--- src/rtl/id_ex_stage_pkg.sv ---
// Shared widths, forward-select codes, ALU opcodes and the execute-slot record for the ID/EX stage.
package id_ex_stage_pkg;

    localparam int DW  = 32;
    localparam int AW  = 5;
    localparam int OPW = 4;

    localparam logic [1:0] FWD_RF  = 2'b00;
    localparam logic [1:0] FWD_WB  = 2'b01;
    localparam logic [1:0] FWD_EXM = 2'b10;

    typedef enum logic [OPW-1:0] {
        ALU_ADD = 4'd0,
        ALU_SUB = 4'd1,
        ALU_AND = 4'd2,
        ALU_OR  = 4'd3,
        ALU_XOR = 4'd4,
        ALU_SLT = 4'd5,
        ALU_SLL = 4'd6,
        ALU_SRL = 4'd7,
        ALU_SRA = 4'd8,
        ALU_LUI = 4'd9
    } alu_op_e;

    typedef struct packed {
        logic           valid;
        logic           rfwe;
        logic           memrd;
        logic           memwr;
        logic           alusrc;
        logic [OPW-1:0] aluop;
        logic [AW-1:0]  rfwa;
        logic [AW-1:0]  ra1;
        logic [AW-1:0]  ra2;
        logic [DW-1:0]  imm;
        logic [DW-1:0]  opa;
        logic [DW-1:0]  opb;
    } ex_slot_t;

    // A writer hits a source only if it writes, targets that source, and the target is not r0.
    function automatic logic reg_hit(input logic we, input logic [AW-1:0] wa, input logic [AW-1:0] ra);
        return we && (wa != '0) && (wa == ra);
    endfunction

endpackage

--- src/rtl/id_ex_stage_fwd_mux.sv ---
// Operand forwarding select for one execute source: EX/MEM beats writeback beats the stored RF value.
module fwd_mux
    import id_ex_stage_pkg::*;
(
    input  logic [AW-1:0] src_addr,
    input  logic          exm_we,
    input  logic [AW-1:0] exm_wa,
    input  logic [DW-1:0] exm_wd,
    input  logic          wb_we,
    input  logic [AW-1:0] wb_wa,
    input  logic [DW-1:0] wb_wd,
    input  logic [DW-1:0] stored,
    output logic [1:0]    sel,
    output logic [DW-1:0] operand
);

    always_comb begin
        sel     = FWD_RF;
        operand = stored;
        if (reg_hit(exm_we, exm_wa, src_addr)) begin
            sel     = FWD_EXM;
            operand = exm_wd;
        end else if (reg_hit(wb_we, wb_wa, src_addr)) begin
            sel     = FWD_WB;
            operand = wb_wd;
        end
    end

endmodule

--- src/rtl/id_ex_stage.sv ---
// ID/EX pipeline register with load-use bubble insertion and EX/MEM, MEM/WB operand forwarding.
// Optional stall counter output STALLCNT is enabled by defining ID_EX_STALL_CNT_EN.
module id_ex_stage
    import id_ex_stage_pkg::*;
(
    input  logic           CLK,
    input  logic           RST_N,
    input  logic           DVALID,
    input  logic [AW-1:0]  RFRA1,
    input  logic [AW-1:0]  RFRA2,
    input  logic [DW-1:0]  RFRD1D,
    input  logic [DW-1:0]  RFRD2D,
    input  logic [AW-1:0]  DWA,
    input  logic           DRFWE,
    input  logic           DMEMRD,
    input  logic           DMEMWR,
    input  logic           DALUSRC,
    input  logic [OPW-1:0] DALUOP,
    input  logic [DW-1:0]  DIMM,
    input  logic           FLUSHE,
    input  logic           HOLDE,
    input  logic           EXM_RFWE,
    input  logic [AW-1:0]  EXM_RFWA,
    input  logic [DW-1:0]  EXM_ALUOUT,
    input  logic           WB_RFWE,
    input  logic [AW-1:0]  WB_RFWA,
    input  logic [DW-1:0]  WB_RFWD,
`ifdef ID_EX_STALL_CNT_EN
    output logic [31:0]    STALLCNT,
`endif
    output logic           STALLD,
    output logic           EVALID,
    output logic           ERFWE,
    output logic           EMEMRD,
    output logic           EMEMWR,
    output logic           EALUSRC,
    output logic [OPW-1:0] EALUOP,
    output logic [AW-1:0]  ERFWA,
    output logic [AW-1:0]  ERA1,
    output logic [AW-1:0]  ERA2,
    output logic [DW-1:0]  EIMM,
    output logic [DW-1:0]  OPAE,
    output logic [DW-1:0]  OPBE,
    output logic [1:0]     FWDAE,
    output logic [1:0]     FWDBE
);

    ex_slot_t slot_q, slot_d;
    logic     luh;

    assign luh = slot_q.valid && slot_q.memrd && DVALID && (slot_q.rfwa != '0) &&
                 ((slot_q.rfwa == RFRA1) || (slot_q.rfwa == RFRA2));

    assign STALLD = luh || HOLDE;

    // Controls are gated by DVALID on capture, so an invalid slot never presents live controls.
    always_comb begin
        slot_d = slot_q;
        if (FLUSHE) begin
            slot_d = '0;
        end else if (HOLDE) begin
            slot_d = slot_q;
        end else if (luh) begin
            slot_d = '0;
        end else begin
            slot_d.valid  = DVALID;
            slot_d.rfwe   = DRFWE && DVALID;
            slot_d.memrd  = DMEMRD && DVALID;
            slot_d.memwr  = DMEMWR && DVALID;
            slot_d.alusrc = DALUSRC && DVALID;
            slot_d.aluop  = DALUOP;
            slot_d.rfwa   = DWA;
            slot_d.ra1    = RFRA1;
            slot_d.ra2    = RFRA2;
            slot_d.imm    = DIMM;
            slot_d.opa    = RFRD1D;
            slot_d.opb    = RFRD2D;
        end
    end

    always_ff @(posedge CLK or negedge RST_N) begin
        if (!RST_N) begin
            slot_q <= '0;
        end else begin
            slot_q <= slot_d;
        end
    end

    fwd_mux u_fwd_a (
        .src_addr (slot_q.ra1),
        .exm_we   (EXM_RFWE),
        .exm_wa   (EXM_RFWA),
        .exm_wd   (EXM_ALUOUT),
        .wb_we    (WB_RFWE),
        .wb_wa    (WB_RFWA),
        .wb_wd    (WB_RFWD),
        .stored   (slot_q.opa),
        .sel      (FWDAE),
        .operand  (OPAE)
    );

    fwd_mux u_fwd_b (
        .src_addr (slot_q.ra2),
        .exm_we   (EXM_RFWE),
        .exm_wa   (EXM_RFWA),
        .exm_wd   (EXM_ALUOUT),
        .wb_we    (WB_RFWE),
        .wb_wa    (WB_RFWA),
        .wb_wd    (WB_RFWD),
        .stored   (slot_q.opb),
        .sel      (FWDBE),
        .operand  (OPBE)
    );

    assign EVALID  = slot_q.valid;
    assign ERFWE   = slot_q.rfwe;
    assign EMEMRD  = slot_q.memrd;
    assign EMEMWR  = slot_q.memwr;
    assign EALUSRC = slot_q.alusrc;
    assign EALUOP  = slot_q.aluop;
    assign ERFWA   = slot_q.rfwa;
    assign ERA1    = slot_q.ra1;
    assign ERA2    = slot_q.ra2;
    assign EIMM    = slot_q.imm;

`ifdef ID_EX_STALL_CNT_EN
    logic [31:0] stall_cnt_q, stall_cnt_d;

    // Counts every edge that holds decode for a load-use hazard, unless execute is being flushed.
    always_comb begin
        stall_cnt_d = stall_cnt_q;
        if (luh && !FLUSHE) begin
            stall_cnt_d = stall_cnt_q + 32'd1;
        end
    end

    always_ff @(posedge CLK or negedge RST_N) begin
        if (!RST_N) begin
            stall_cnt_q <= '0;
        end else begin
            stall_cnt_q <= stall_cnt_d;
        end
    end

    assign STALLCNT = stall_cnt_q;
`endif

endmodule
--- config.mk ---
export PLATFORM = sky130hd
export DESIGN_NAME = id_ex_stage
export DESIGN_NICKNAME = d
export VERILOG_FILES = /design/src/rtl/id_ex_stage_pkg.sv /design/src/rtl/id_ex_stage_fwd_mux.sv /design/src/rtl/id_ex_stage.sv
export SDC_FILE = /design/constraint.sdc
export NUM_CORES = 1
export LEC_CHECK = 0
export ABC_CLOCK_PERIOD_IN_PS = 2110
export CAP_MARGIN = 30
export CORE_ASPECT_RATIO = 0.6
export CORE_MARGIN = 1
export CORE_UTILIZATION = 45
export DETAILED_ROUTE_END_ITERATION = 8
export GPL_TIMING_DRIVEN = 0
export MAX_ROUTING_LAYER = met4
export PLACE_DENSITY = 0.82
export SLEW_MARGIN = 5
export SYNTH_ARGS = -nofsm -noshare
export SYNTH_HDL_FRONTEND = slang
export SYNTH_SLANG_ARGS = --single-unit
--- constraint.sdc ---
create_clock -name CLK -period 2.11 [get_ports CLK]
set_input_delay 0.211 -clock CLK [delete_from_list [all_inputs] [get_ports CLK]]
set_output_delay 0.211 -clock CLK [all_outputs]
set_load 0.005 [all_outputs]
==> results of run 1 <==
==> metrics by stage <==
| stage | setup TNS, ns | std cells | setup WS, ns | area (µm²) | power, µW |
|---|---|---|---|---|---|
| floorplan | 0 | 859 | 0.261 | 8360 | 3180 |
| global placement | -594.42 | 1422 | -4.10 | 11900 | 4100 |
| detailed placement | -86.65 | 1424 | -1.36 | 11900 | 4120 |
| CTS | -21.90 | 1522 | -0.417 | 13400 | 6870 |
| global route | -29.43 | 1536 | -0.494 | 14000 | 7200 |
| finish | -25.80 | 1536 | -0.466 | 14000 | 6980 |
==> registers in the layout (all words and copies together), names as in the netlist <==
| name | cells |
|---|---|
| slot_q | 64 |
| EIMM | 32 |
| ERA1 | 5 |
| ERA2 | 5 |
| ERFWA | 5 |
| EALUOP | 4 |
| EALUSRC | 1 |
| EMEMRD | 1 |
| EMEMWR | 1 |
| ERFWE | 1 |
| EVALID | 1 |
==> worst max-delay path, cell delays in order (launching register included) <==
cell	delay [ns]
sky130_fd_sc_hd__dfrtp_2	0.46
sky130_fd_sc_hd__xnor2_1	0.22
sky130_fd_sc_hd__nand4_1	0.20
sky130_fd_sc_hd__nor3_4	0.20
sky130_fd_sc_hd__buf_12	0.17
sky130_fd_sc_hd__buf_12	0.14
sky130_fd_sc_hd__buf_8	0.12
sky130_fd_sc_hd__mux2i_4	0.23
sky130_fd_sc_hd__o21ai_1	0.07
sky130_fd_sc_hd__buf_2	0.13
==> final cells by class <==
type                       instances  area (µm²)  share of cell area
antenna                            1        2.50            0.000179
clock inverter                    14         103             0.00735
tap                              240         300              0.0215
timing repair buffer             408        4050               0.290
sequential                       120        3020               0.216
clock buffer                      18         439              0.0315
inverter                         116         435              0.0312
multi-input combinational        490        4580               0.328
buffer                           129        1040              0.0747
==> kinds of logic after synthesis <==
group	Yosys count	share of synthesized area
buf+inv	249	0.151
simple gates	208	0.138
flops	120	0.359
xor+xnor	30	0.0314
mux	64	0.0766
compound gates	188	0.244
==> final timing paths <==
path	to	slack (ns)	cells past startpoint
worst min register to register	EIMM[12]$_DFFE_PN0P_	0.48	2
worst min-delay path	slot_q[4]$_DFFE_PN0P_	0.35	2
min in group CLK	slot_q[8]$_DFFE_PN0P_	0.35	3
worst max-delay path	OPAE[15]	-0.47	9
max in group asynchronous	slot_q[61]$_DFFE_PN0P_	1.02	3
worst max register to register	slot_q[29]$_DFFE_PN0P_	0.03	10
==> routing by layer <==
layer | part of all wire | vias up | track usage | routed length, µm
li1 | - | 3816 | - | -
met5 | 0 | - | - | 0
met3 | 0.091 | 62 | 0.0738 | 3100
met2 | 0.46 | 486 | 0.524 | 15600
met4 | 0.019 | 0 | 0.120 | 656
met1 | 0.43 | 4201 | 0.470 | 14800
==> cell usage in the layout (no fill, tap or decap), types with 27 or more instances in the layout <==
master,count
sky130_fd_sc_hd__nand2_1,100
sky130_fd_sc_hd__dfrtp_1,110
sky130_fd_sc_hd__clkbuf_1,49
sky130_fd_sc_hd__clkbuf_16,27
sky130_fd_sc_hd__inv_1,116
sky130_fd_sc_hd__buf_4,85
sky130_fd_sc_hd__o41ai_2,83
sky130_fd_sc_hd__nand3b_1,82
sky130_fd_sc_hd__buf_2,71
sky130_fd_sc_hd__o21ai_1,58
sky130_fd_sc_hd__o41ai_1,30
sky130_fd_sc_hd__mux2i_1,35
sky130_fd_sc_hd__clkdlybuf4s50_1,245
sky130_fd_sc_hd__buf_12,29
==> repair_timing <==
action | CTS | global route
buffers inserted | 58 | 10
hold buffers | 1 | 0
cloned | 7 | 10
endpoints found under the hold margin | 59 | 0
pin swaps | 56 | 47
setup endpoints to repair | 70 | 161
resized for setup | 464 | 78
==> cells in the mapped netlist (all sizes together) <==
master,number,area (µm²)
dfrtp,120,3000
o41ai,117,1680
inv,116,435
nand2,105,394
nand3b,82,616
buf,80,628
o21ai,69,349
mux2i,64,641
clkbuf,53,199
xnor2,18,158
xor2,12,105
nand3,4,20.0
nor3,4,42.5
nor2b,3,18.8
or4,3,22.5
nand4,2,12.5
nor4,2,12.5
a21oi,1,5.00
nand2b,1,6.26
nor2,1,3.75
o2111ai,1,8.76
or2,1,6.26
==> power breakdown <==
group / switching [µW] / total, µW / internal [µW]
sequential: 118 / 2550 / 2430
clock: 1180 / 2720 / 1530
combinational: 753 / 1720 / 965
==> metrics.cfg, run 1 <==
[layout]
flow.area_growth_from_synthesis_pct=66.9
fraction_of_layout_instances_using_a_drive_strength_above_1=0.329
nets=1482
fin_util=0.771
layout.filler_cells=1183

[outcome]
run_status=complete, but fails checks
failing_checks=negative setup slack

[synthesis]
count_of_warnings_emitted_by_yosys=0
syn_nets=1059
syn-mean-instance-area_um2=9.74
yosys.cell_types.count=28
synth-seq-area-share=0.359
post_synth_design_cell_area_mm2=0.00836
synthesis.instances=859
flop_and_latch_count_out_of_synthesis=120

[timing]
setup_violations=69
timing.clock.skew_ns=0.0116
final_max_slew_viol_count=0
final_hold_viol_count=0
rsz0062_at_grt=yes
finalHoldWorstSlack_ns=0.346
timing.final.crit_share=1.22
worst_pin_slew_ns=0.903
finalWorstPathRequiredPeriod_ns=2.58
final_critical_path_setup_slack_ns=-0.466
max_slew_margin=0.398
clock.fmax_mhz=388

[routing]
detailroute.via_count=8565
wl_per_cell_um=22.2
route.final.wire_length_mm=34.1
route.antenna.remaining_nets=0
route.detailed.drc=0
drt_pre_antenna_iters=6
drt_iter0_markers=721
viasPerCell=5.58

[clock_network]
cts_tree=built
cts-buffers-inserted=17
clock-sinks=120
clk_pin_slew_ns=0.06
clk-insertion-delay-late_ns=0.42
cts_root_buf=sky130_fd_sc_hd__clkbuf_16
clockBufferDepth=2
htreeDepth=4

[hold_path]
hold_class=primary input to async pin

[worst_setup_path]
peak_fanout_along_the_critical_path=6
setup.worst_path.start_class=register
timing.setup.critical_path_class=register to output port
critical_path.startpoint=ERA1[4]$_DFFE_PN0P_
reg2reg_from=ERFWA[2]$_DFFE_PN0P_
timing.critical_path.arrival_ns=2.37
endpoint_kind=output port
cp_data_required_time_ns=1.90

[floorplan]
row_count=38
start_util=0.462
design.core.area_mm2=0.0181
dieHeight_um=108
ioPinCount=325
die_w_um=178
dieArea_mm2=0.0192

[grt]
grt_pass1_vias=8458
global_route_wire_length_before_repair_mm=48.7
antenna_found_initial=1
global_route.overflow_total=0
grt_max_degree=62
global_route.usage.total=0.350

[power]
leakagePower_uw=0.00631
highest_ir_drop_seen_on_vdd_mv=0.472
power_density_mw_per_mm2=500

[placement]
dp_hpwl_mm=22.0
io_buffer_count=323
place.gp.congestion=0.883

[run]
cap_viol_max_count=0

Power figures use the tool's default switching activity.
==> run 2: changes to the inputs <==
--- a/config.mk
+++ b/config.mk
@@ -13,7 +13,7 @@
 export DETAILED_ROUTE_END_ITERATION = 8
 export GPL_TIMING_DRIVEN = 0
 export MAX_ROUTING_LAYER = met4
-export PLACE_DENSITY = 0.82
+export PLACE_DENSITY = 0.87
 export SLEW_MARGIN = 5
 export SYNTH_ARGS = -nofsm -noshare
 export SYNTH_HDL_FRONTEND = slang
==> run 2 against run 1 <==
Against the previous run: the run still ends with negative setup slack left; routed wire length increased by 0.77%; final area increased by 2.6%; count of clock-buffer cells in the layout increased by 3; via count increased by 0.88%; global-route usage decreased by 0.22 points; largest power group unchanged; register-to-register slack about the same.
==> metrics.cfg, run 2 (synthesis results as in run 1) <==
[worst_setup_path]
timing.reg2reg.worst_path_depth=7  ; -3
critical_path.startpoint=ERA1[0]$_DFFE_PN0P_
regToRegSetupSlack_ns=0.03  ; about the same
setup.worst_path.start_class=register
cp_data_required_time_ns=1.90  ; about the same
crit-reg2reg-capture=slot_q[41]$_DFFE_PN0P_
reg2reg_from=ERFWA[2]$_DFFE_PN0P_
peak_fanout_along_the_critical_path=6  ; unchanged
endpoint_kind=output port
timing.setup.critical_path_class=register to output port
timing.critical_path.arrival_ns=2.40  ; +0.03 ns

[run]
cap_viol_max_count=0  ; unchanged

[hold_path]
hold_class=primary input to async pin

[floorplan]
start_util=0.462  ; unchanged
dieArea_mm2=0.0192  ; unchanged
die_w_um=178  ; unchanged
row_count=38  ; unchanged
design.core.area_mm2=0.0181  ; unchanged
dieHeight_um=108  ; unchanged
ioPinCount=325  ; unchanged

[clock_network]
cts_tree=built
clockBufferDepth=2  ; unchanged
htreeDepth=4  ; unchanged
clock-sinks=120  ; unchanged
clk_pin_slew_ns=0.06  ; about the same
clk-insertion-delay-late_ns=0.40  ; -0.02 ns
cts-buffers-inserted=17  ; unchanged
cts_root_buf=sky130_fd_sc_hd__clkbuf_16

[layout]
largest_reg_flops=64  ; unchanged
multi_input_area_mm2=0.00489  ; +6.8%
layout.filler_cells=1156  ; -2.3%
nets=1481  ; -0.067%
final_design_area_no_fill_mm2=0.0143  ; +2.6%
largest_register=slot_q
final_cell_mix=245 x sky130_fd_sc_hd__clkdlybuf4s50_1, 116 x sky130_fd_sc_hd__inv_1, 109 x sky130_fd_sc_hd__dfrtp_1
regArea_mm2=0.00302  ; about the same
mostFrequentLayoutCell=sky130_fd_sc_hd__clkdlybuf4s50_1
flow.area_growth_from_synthesis_pct=71.3
fraction_of_layout_instances_using_a_drive_strength_above_1=0.369  ; +0.0404

[placement]
placement.setup.worst_slack_ns=-1.22  ; +0.131 ns
post_dp_cell_area_mm2=0.0119  ; about the same
place.gp.congestion=0.900  ; +1.9%
dp_hpwl_mm=22.4  ; +1.6%
io_buffer_count=323  ; unchanged

[power]
leakagePower_uw=0.00653  ; +3.6%
highest_ir_drop_seen_on_vdd_mv=0.525  ; +11%
power_density_mw_per_mm2=516  ; +3.1%
totalPowerFinal_uw=7390  ; +5.8%

[timing]
finalWorstPathRequiredPeriod_ns=2.61  ; +0.0378 ns
rsz0062_at_grt=yes
timing.final.crit_share=1.24  ; +0.0179
final_hold_viol_count=0  ; unchanged
max_slew_margin=0.347  ; -0.0508
worst_pin_slew_ns=0.979  ; +0.0762 ns
setup_violations=69  ; unchanged
timing.clock.skew_ns=0.0133  ; +0.00171 ns
final_critical_path_setup_slack_ns=-0.504  ; -0.0378 ns
clock.fmax_mhz=383  ; -1.4%
final_max_slew_viol_count=0  ; unchanged

[routing]
wl_per_cell_um=22.4  ; +0.84%
route.detailed.drc=0  ; unchanged
detailroute.via_count=8640  ; +0.88%
viasPerCell=5.63  ; +0.94%
route.final.wire_length_mm=34.4  ; +0.77%
drt_iter0_markers=810  ; +12%
route.antenna.remaining_nets=0  ; unchanged
drt_pre_antenna_iters=5  ; -1

[grt]
grt_pass1_vias=8608  ; +1.8%
grt_max_degree=67  ; +8.1%
global_route_wire_length_before_repair_mm=48.7  ; +0.18%
global_route.usage.total=0.348  ; -0.00219
global_route.overflow_total=0  ; unchanged
antenna_found_initial=1  ; unchanged

[outcome]
run_status=complete, but fails checks
failing_checks=negative setup slack

## run 2: routing by layer
layer,up-vias,part of all wire,GRT usage
met5,-,0,-
met4,0,0.021,0.0855
met3,61,0.086,0.0851
met2,498,0.47,0.536
met1,4248,0.43,0.460
li1,3833,-,-
## run 2: worst max-delay path, cell delays in order, from the launching register on
cell                      delay, ns
sky130_fd_sc_hd__dfrtp_2       0.42
sky130_fd_sc_hd__buf_12        0.14
sky130_fd_sc_hd__xnor2_4       0.16
sky130_fd_sc_hd__nand3_2       0.11
sky130_fd_sc_hd__nor4_4        0.37
sky130_fd_sc_hd__buf_6         0.19
sky130_fd_sc_hd__buf_12        0.16
sky130_fd_sc_hd__buf_6         0.15
sky130_fd_sc_hd__nand2_2       0.06
sky130_fd_sc_hd__o21ai_1       0.10
sky130_fd_sc_hd__buf_2         0.15
## run 2: power breakdown
part	internal (µW)	switching, µW
clock network	1930	1130
registers	2430	118
logic	993	792
total	5350	2040
## run 2: through the flow
stage,TNS [ns],util,hold WS (ns),cells
final,-27.88,0.791,0.347,1535
after global routing,-34.22,0.791,0.370,1535
after CTS,-21.58,0.749,0.355,1519
after detailed placement,-76.65,0.659,0.210,1425
after global placement,-583.50,0.657,0.458,1422
after floorplan,0,-,-0.0846,859
## run 2: final cells by class
cell class	count	share of cell area
inverters	116	0.0304
clock buffers	21	0.0321
diodes	1	0.000175
flip-flops and latches	120	0.211
multi-input cells	490	0.341
well taps	240	0.0210
clock inverters	11	0.0103
plain buffers	131	0.0752
repair buffers	405	0.279
## run 2: how the worst max path moves through the flow
stage,to,slack [ns],depth (start not counted)
CTS,OPBE[15],-0.41,10
detailed placement,OPAE[0],-1.22,10
global route,OPAE[27],-0.59,10
floorplan,STALLD,0.26,5
finish,OPAE[12],-0.50,10
global placement,EIMM[7]$_DFFE_PN0P_,-3.93,1
## run 2: what timing repair did
item,CTS,global route
gates resized for setup,481,150
hold endpoints to repair,54,0
gates cloned,7,6
hold buffers,1,0
setup buffers,55,14
setup endpoints to repair,69,162
pin swaps,49,55
==> RTL change, RTL diff (settings of run 2) <==
Set the package constant `DW` to 28 (it was 32).
--- a/src/rtl/id_ex_stage_pkg.sv
+++ b/src/rtl/id_ex_stage_pkg.sv
@@ -2,5 +2,5 @@
 package id_ex_stage_pkg;
 
-    localparam int DW  = 32;
+    localparam int DW  = 28;
     localparam int AW  = 5;
     localparam int OPW = 4;
Ports: changed (8 resized); port bits go from 325 to 293. The function was not compared with the original's and may differ.
==> RTL change against run 2 <==
The flow still finishes with violations (setup timing). Worst hold slack better by 33 ps. Setup slack better by 65 ps. Maximum frequency is 2.6% higher. Wire length fell by 12%. Cell area decreased by 18%. Sequential power is 10% lower. Cell count is 12% lower. Global-route usage up 2.6 points. Area after synthesis is 17% lower. Total power fell by 24%. Sequential cell count fell by 12. Sequential share of layout area is 2.0 points higher. Die area fell by 17%. Critical endpoint is now OPAE[7]. Largest power group is now registers.
==> RTL change: results (changes against run 2) <==
Detailed routing
  – Vias/cell: 5.901 (+4.8%)
  – Wire length on met3: 3134 um (+6.1%)
  – M1 wire length: 12910 um (-12%)

Timing
  – Final setup margin: -438.8 ps (+65.03 ps)
  – Final Skew: 9.556 ps (-3.773 ps)
  – Final setup vio count: 61 (-12%)
  – TNS Setup: -17840 ps (+10030 ps)

Pwr
  – Reg power frac: 0.409 (+0.064)
  – Worst vdd ir: 0.0003582 V (-32%)
  – Comb group: 1.50 mW (-16%)
  – Leak Pwr: 5.346 nW (-18%)

Logic synthesis
  – Top post-synthesis cells by area: dfrtp_1 39%, o41ai_1 12%, mux2i_1 8.1%
  – Post-Syn Instances: 774 (-9.9%)
  – Netlist cell types: 26 (-7.1%)

Clock tree
  – Reg clk slew, reported paths: 80 ps (+20 ps)
  – H-tree depth: 3 (-1)
  – Post-CTS Resized: 452 (-6.0%)
  – Worst skew pair latency: 350 ps (-50 ps)

Setup path
  – CP startpoint: ERA1[2]
  – R2R Path End: slot_q[53]
  – Worst Reg2Reg Path Length in Cells: 6 (-1)
  – Worst Setup EP: OPAE[7]
  – Worst-path fanout max: 7 (+1)

Placed design
  – I/O Buffers: 290 (-10%)
  – Area post-placement: 10110 sq um (-15%)
  – Setup WS pre-CTS: -1455 ps (-230.6 ps)

Cells and area
  – Largest register FFs: 56 (-13%)
  – Share of layout cells above drive strength 1: 0.3170 (-0.05237)
  – Final net count: 1320 (-11%)

Run status
  – Failing checks: setup timing
  – Status: complete, but fails checks

GRT
  – First-pass GRT wire length: 43910 um (-9.9%)
  – Overall routing resource usage: 0.3744 (+0.02648)
==> RTL change: critical path, stage by stage, from the launching register on <==
cell and delay (ps):
dfrtp_2 480, xnor2_1 290, nand4_1 150, nor3_2 210
buf_6 220, mux2i_1 310, o21ai_2 80, dlygate4sd2_1 260
==> RTL change: area by class of cell <==
class                      count  area [sq um]
multi-input combinational    442          3899
timing repair buffer         359          3388
fill                         924          2982
sequential                   108          2715
buffer                       116         829.5
inverter                     104         390.4
tap                          198         247.7
clock buffer                  10         239.0
clock inverter                 6         68.82
antenna                        1         2.502
==> RTL change: cell families (layout without fill, tap and decap cells) <==
family                 after synthesis  after routing  synth area share
multiplexers                        56             56           0.08087
AO/OA/AOI/OAI                      168            168            0.1879
flip-flops                         108            108            0.3899
XOR/XNOR                            30             30           0.03791
AND/OR/NAND/NOR                    188            188            0.1482
other                                0              1                 0
buffers and inverters              224            595            0.1552
